File: config.mk
export PLATFORM = sky130hd
export DESIGN_NAME = regfile_sb
export DESIGN_NICKNAME = d
export VERILOG_FILES = /design/src/rtl/regfile_sb.sv
export SDC_FILE = /design/constraint.sdc
export NUM_CORES = 1
export LEC_CHECK = 0
export BUFFER_PORTS_ARGS = -buffer_cell sky130_fd_sc_hd__clkbuf_2
export CORE_ASPECT_RATIO = 1.2
export CORE_MARGIN = 2
export CORE_UTILIZATION = 63
export CTS_CLUSTER_SIZE = 10
export DETAILED_ROUTE_END_ITERATION = 10
export PLACE_DENSITY_LB_ADDON = 0.2
export SLEW_MARGIN = 30
export SYNTH_ARGS = -nofsm -noshare
export SYNTH_HDL_FRONTEND = slang
export SYNTH_SLANG_ARGS = --single-unit
File: constraint.sdc
create_clock -name clk -period 6.3 [get_ports clk]
set_clock_uncertainty 0.15 [all_clocks]
set_input_delay 0.63 -clock clk [delete_from_list [all_inputs] [get_ports clk]]
set_output_delay 0.63 -clock clk [all_outputs]
set_load 0.01 [all_outputs]
File: src/rtl/regfile_sb.sv
// Two-write-port register file with optional write-to-read bypass and a busy scoreboard.
// Supplies operands, flags RAW/WAW hazards and tracks how many registers are waiting for writeback.
module regfile_sb #(
    parameter int DATA_W = 16,
    parameter int NREGS  = 16,
    parameter int ADDR_W = 4,
    parameter bit BYPASS = 1'b1
) (
    input  logic              clk,
    input  logic              rst,
    input  logic [ADDR_W-1:0] rs1_addr,
    input  logic [ADDR_W-1:0] rs2_addr,
    output logic [DATA_W-1:0] rs1_data,
    output logic [DATA_W-1:0] rs2_data,
    output logic              rs1_busy,
    output logic              rs2_busy,
    input  logic              wr0_en,
    input  logic [ADDR_W-1:0] wr0_addr,
    input  logic [DATA_W-1:0] wr0_data,
    input  logic              wr1_en,
    input  logic [ADDR_W-1:0] wr1_addr,
    input  logic [DATA_W-1:0] wr1_data,
    input  logic              issue_valid,
    input  logic [ADDR_W-1:0] issue_rd,
    input  logic              issue_use1,
    input  logic              issue_use2,
    output logic              issue_stall,
    output logic [ADDR_W:0]   pending_cnt
);

    logic [DATA_W-1:0] regs [NREGS];
    logic [NREGS-1:0]  busy;
    logic [NREGS-1:0]  busy_nxt;
    logic [NREGS-1:0]  set_vec;
    logic [NREGS-1:0]  clr_vec;
    logic [ADDR_W:0]   n_rise;
    logic [ADDR_W:0]   n_fall;
    logic [ADDR_W:0]   cnt_q;
    logic              waw;
    logic              issue_fire;

    // Returns {busy, data} as seen by a read port; wr1 beats wr0 when both hit.
    function automatic logic [DATA_W:0] lookup(input logic [ADDR_W-1:0] addr,
                                               input logic [DATA_W-1:0] stored_data,
                                               input logic              stored_busy);
        logic [DATA_W:0] res;
        res = {stored_busy, stored_data};
        if (addr == '0) begin
            res = '0;
        end else if (BYPASS && wr1_en && (wr1_addr == addr)) begin
            res = {1'b0, wr1_data};
        end else if (BYPASS && wr0_en && (wr0_addr == addr)) begin
            res = {1'b0, wr0_data};
        end
        return res;
    endfunction

    always_comb begin
        logic [DATA_W:0] r1;
        logic [DATA_W:0] r2;
        logic [DATA_W:0] rd;
        r1 = lookup(rs1_addr, regs[rs1_addr], busy[rs1_addr]);
        r2 = lookup(rs2_addr, regs[rs2_addr], busy[rs2_addr]);
        rd = lookup(issue_rd, regs[issue_rd], busy[issue_rd]);
        rs1_data = r1[DATA_W-1:0];
        rs1_busy = r1[DATA_W];
        rs2_data = r2[DATA_W-1:0];
        rs2_busy = r2[DATA_W];
        waw      = rd[DATA_W];
    end

    // Handshake: issue_valid is the request, !issue_stall the grant; an instruction
    // issues (and claims issue_rd) only in a cycle where both hold.
    assign issue_stall = issue_valid & ((issue_use1 & rs1_busy) | (issue_use2 & rs2_busy) | waw);
    assign issue_fire  = issue_valid & ~issue_stall;

    always_comb begin
        set_vec = '0;
        clr_vec = '0;
        if (wr0_en) clr_vec[wr0_addr] = 1'b1;
        if (wr1_en) clr_vec[wr1_addr] = 1'b1;
        if (issue_fire) set_vec[issue_rd] = 1'b1;
        set_vec[0] = 1'b0;
        clr_vec[0] = 1'b0;
        // Set dominates clear so a re-claimed register stays busy.
        busy_nxt = set_vec | (busy & ~clr_vec);
    end

    // Counter moves by the number of bits that actually changed, so it tracks popcount.
    always_comb begin
        n_rise = '0;
        n_fall = '0;
        for (int i = 0; i < NREGS; i++) begin
            n_rise = n_rise + (ADDR_W+1)'(busy_nxt[i] & ~busy[i]);
            n_fall = n_fall + (ADDR_W+1)'(busy[i] & ~busy_nxt[i]);
        end
    end

    always_ff @(posedge clk or negedge rst) begin
        if (!rst) begin
            for (int i = 0; i < NREGS; i++) regs[i] <= '0;
            busy  <= '0;
            cnt_q <= '0;
        end else begin
            if (wr0_en && (wr0_addr != '0)) regs[wr0_addr] <= wr0_data;
            if (wr1_en && (wr1_addr != '0)) regs[wr1_addr] <= wr1_data;
            busy  <= busy_nxt;
            cnt_q <= cnt_q + n_rise - n_fall;
        end
    end

    assign pending_cnt = cnt_q;

endmodule

==> reports/metrics.cfg <==
[placed_design]
place_area_sq_um=19900
dp_slack_ns=-0.148
place_inst=2155
gp_congestion=1.02
portBuffers=98
dp_hpwl_microns=36300

[sta]
fin_tns_setup_ns=0
rsz0062_at_grt=false
maxSlewViolCount=0
hold_viol_final=0
fmax_mhz=163
finalHoldWorstSlack_ns=0.242
period_minus_slack_ns=6.14
slew_headroom_pct=35.3
setup_slack_ns=0.161
worst_slew_pin_slew_ns=0.970
post-route-period-util_pct=97.5
finalSetupViolCount=0

[critical_path]
r2r_slack_ns=0.16
startpoint_type=register
cp_common_cell=fa_1
reg2reg_depth=20
r2r-start=busy[4]
cp_num_buf_inv=5
end_kind=register
critical-path-slowest-cell=dfrtp_1
path_delay_family=adder cells
max_stage_delay_ns=0.54
cp_cell_sequence=nand2_1, mux4_2, mux2i_1, nand4_1, o211ai_4, buf_4, nor3_2, fa_1, inv_1, fa_1, fa_1, inv_1, fa_1, inv_1, fa_1, inv_1, fa_1, ha_1, fa_1, xor2_1
cp_max_fo=6
crit_arrival_ns=6.40
required_ns=6.56
path_class=register to register
r2r_end=pending_cnt[3]

[die]
die_x_microns=163
num_io_pins=99
die_area_sq_um=31900
floorplan.initialDensity_pct=63.5
die_y_microns=195
core_sq_um=30200
rows=70

[routing]
dr_total_vias=15400
wl_microns=62600
drc=0
wl_per_cell_microns=28.4
drtIter0Drc=1985
via_per_inst=7.00
ant_nets=0
dr.pass1.iters=6

[finish]
finalNetCount=1892
syn2layout_area_growth_pct=9.08
mostFrequentLayoutCells=276 x dfrtp_1, 263 x mux2i_1, 216 x nor2_1, 179 x a21oi_1, 169 x mux4_2
final_cells=2203
fillers=2261
post-route-util_pct=69.3
fin_area_sq_um=20900
final_layout_size_suffix_gt1_share_pct=23.7
final_common_cell=dfrtp_1

[logic_synthesis]
avgSynthCellArea_sq_um=10.7
synth.distinct_cells=51
ys_ff_latch=276
synth_nets=1889
syn_area_sq_um=19200
synth-edff-count=0
ys_warn_count=0
synthFlopType=dfrtp_1
syn-instance-count=1793
ys_async_sr_fraction_pct=100
yosysSeqAreaShare_pct=36.0

[grt]
met3_usage_pct=10.4
top_usage_layer=met2
grt_pass1_vias=15300
grt.total_usage_pct=40.5
grt_use_met2_pct=62.6
grt_pass1_wl_microns=94900
antenna_found_initial=1
grt_max_degree=84
grt-ovfl-total=0
use_met1_pct=53.2

[clock_tree]
cts_tree=yes
ctsHtreeMaxLevel=2
clock-root-buffer=clkbuf_16
cts.sink_count=276
cts.clk_slew.worst_paths_ns=0.06
clk_latency_ns=0.53
cts_inserted_buffers=34
cts_buffer_depth=3

[pwr]
switchingPower_mw=2.21
power_density_nw_per_um2=322
swShare_pct=32.8
power_leakage_nw=8.96
power_mw=6.74
vdd_drop_max_uv=306
p_int_mw=4.53
comb_power_share_pct=34.3
seqPwrFrac_pct=38.6
p_clk_share_pct=27.1

[hold_path]
whs_endpoint=regs[240]
hold_start=regs[240]
hold_path_depth=0
hold_class=register to register

[run_status]
status=completed

[job]
cap_violations=0

-- worst register-to-register path, cell delays in order, from the launching register on --
cell,delay [ns]
dfrtp_1,0.54
nand2_1,0.09
mux4_2,0.47
mux2i_1,0.17
nand4_1,0.22
o211ai_4,0.21
buf_4,0.21
nor3_2,0.06
fa_1,0.52
inv_1,0.06
fa_1,0.49
fa_1,0.51
inv_1,0.05
fa_1,0.54
inv_1,0.05
fa_1,0.35
inv_1,0.08
fa_1,0.42
ha_1,0.23
fa_1,0.44
xor2_1,0.15
-- cells by family (layout without fill, tap and decap cells) --
kind of cell	Yosys count	count (layout)	synth area share [%]
fa+ha+maj	37	37	3.43
mux	433	433	33.6
flops	276	276	36.0
compound gates	317	317	9.55
xor+xnor	29	29	1.32
buf+inv	270	283	6.38
simple gates	431	431	9.70
other cells	0	1	0
-- Yosys cell counts (2+ instances only) --
master    count  area, sq um
xnor2_1      15          131
o21ai_0      77          385
fa_1         26          521
nor3b_1       3         22.5
buf_4        10         75.1
nor2b_1       8         50.1
nor3_1       10         50.1
nand3_1      21          105
buf_2        57          285
nand2_1     118          443
nand2b_1      4         25.0
nor4_2        2         25.0
o211ai_1      3         22.5
buf_1        21         78.8
o221a_1       3         33.8
o22ai_1       2         12.5
a211oi_1     18          135
dfrtp_1     276         6910
and3_1        8         50.1
nand3b_1      9         67.6
a21oi_1     179          896
or3_1         8         50.1
a32o_1        3         30.0
o211a_1       2         20.0
nor2_1      217          815
a311oi_1     16          140
mux2i_1     263         2630
o221a_2       2         22.5
mux4_2      169         3810
ha_1         11          138
nor2_2        8         50.1
and2_1        2         12.5
nand4_1       8         50.1
o221ai_1      3         26.3
buf_6        12          135
o32ai_1       2         17.5
a221oi_2      3         45.0
nor4_1        2         12.5
xor2_1       14          123
inv_1        47          176
clkbuf_1    121          454
-- timing repair --
action / CTS / global route
hold endpoints to repair: 56 / 0
setup endpoints to repair: 0 / 1
hold buffers: 1 / 0
setup buffers: 0 / 0
resized for setup: 0 / 1
-- state kept, by name (all words and copies together), names as in the netlist --
signal,cells
pending_cnt,5
regs,256
busy,15
-- per-layer routing --
metal	routed length [microns]	vias up
met5	0	-
met1	22500	7636
met4	3580	0
met2	29200	1049
met3	7270	260
li1	-	6475
-- worst max-delay path by stage --
| stage | startpoint | endpoint | slack [ns] | depth (start not counted) |
|---|---|---|---|---|
| after floorplan | issue_rd[1] | pending_cnt[3] | 0.15 | 22 |
| after global placement | rs1_addr[2] | pending_cnt[3] | -0.08 | 21 |
| after detailed placement | rs1_addr[2] | pending_cnt[3] | -0.15 | 21 |
| after CTS | busy[7] | pending_cnt[3] | 0.17 | 18 |
| after global routing | busy[14] | pending_cnt[3] | 0.01 | 18 |
| final | busy[4] | pending_cnt[3] | 0.16 | 20 |
-- area by class of cell --
| cell class | instances | area [sq um] | share of cell area, % |
|---|---|---|---|
| flip-flops and latches | 276 | 6910 | 33.0 |
| multi-input cells | 1247 | 11100 | 53.2 |
| diodes | 1 | 2.50 | 0.0120 |
| inverters | 48 | 180 | 0.861 |
| clock buffers | 44 | 960 | 4.59 |
| repair buffers | 189 | 1220 | 5.81 |
| well taps | 396 | 495 | 2.37 |
| clock inverters | 2 | 28.8 | 0.138 |
-- power groups by stage --
stage               combinational [mW]  sequential, mW  clock [mW]
floorplan                         1.73            2.49           0
global placement                  2.22            2.57           0
detailed placement                2.31            2.61           0
CTS                               2.31            2.58        1.84
global route                      2.54            2.65        1.91
finish                            2.31            2.60        1.83
(Power assumes the default switching activity.)
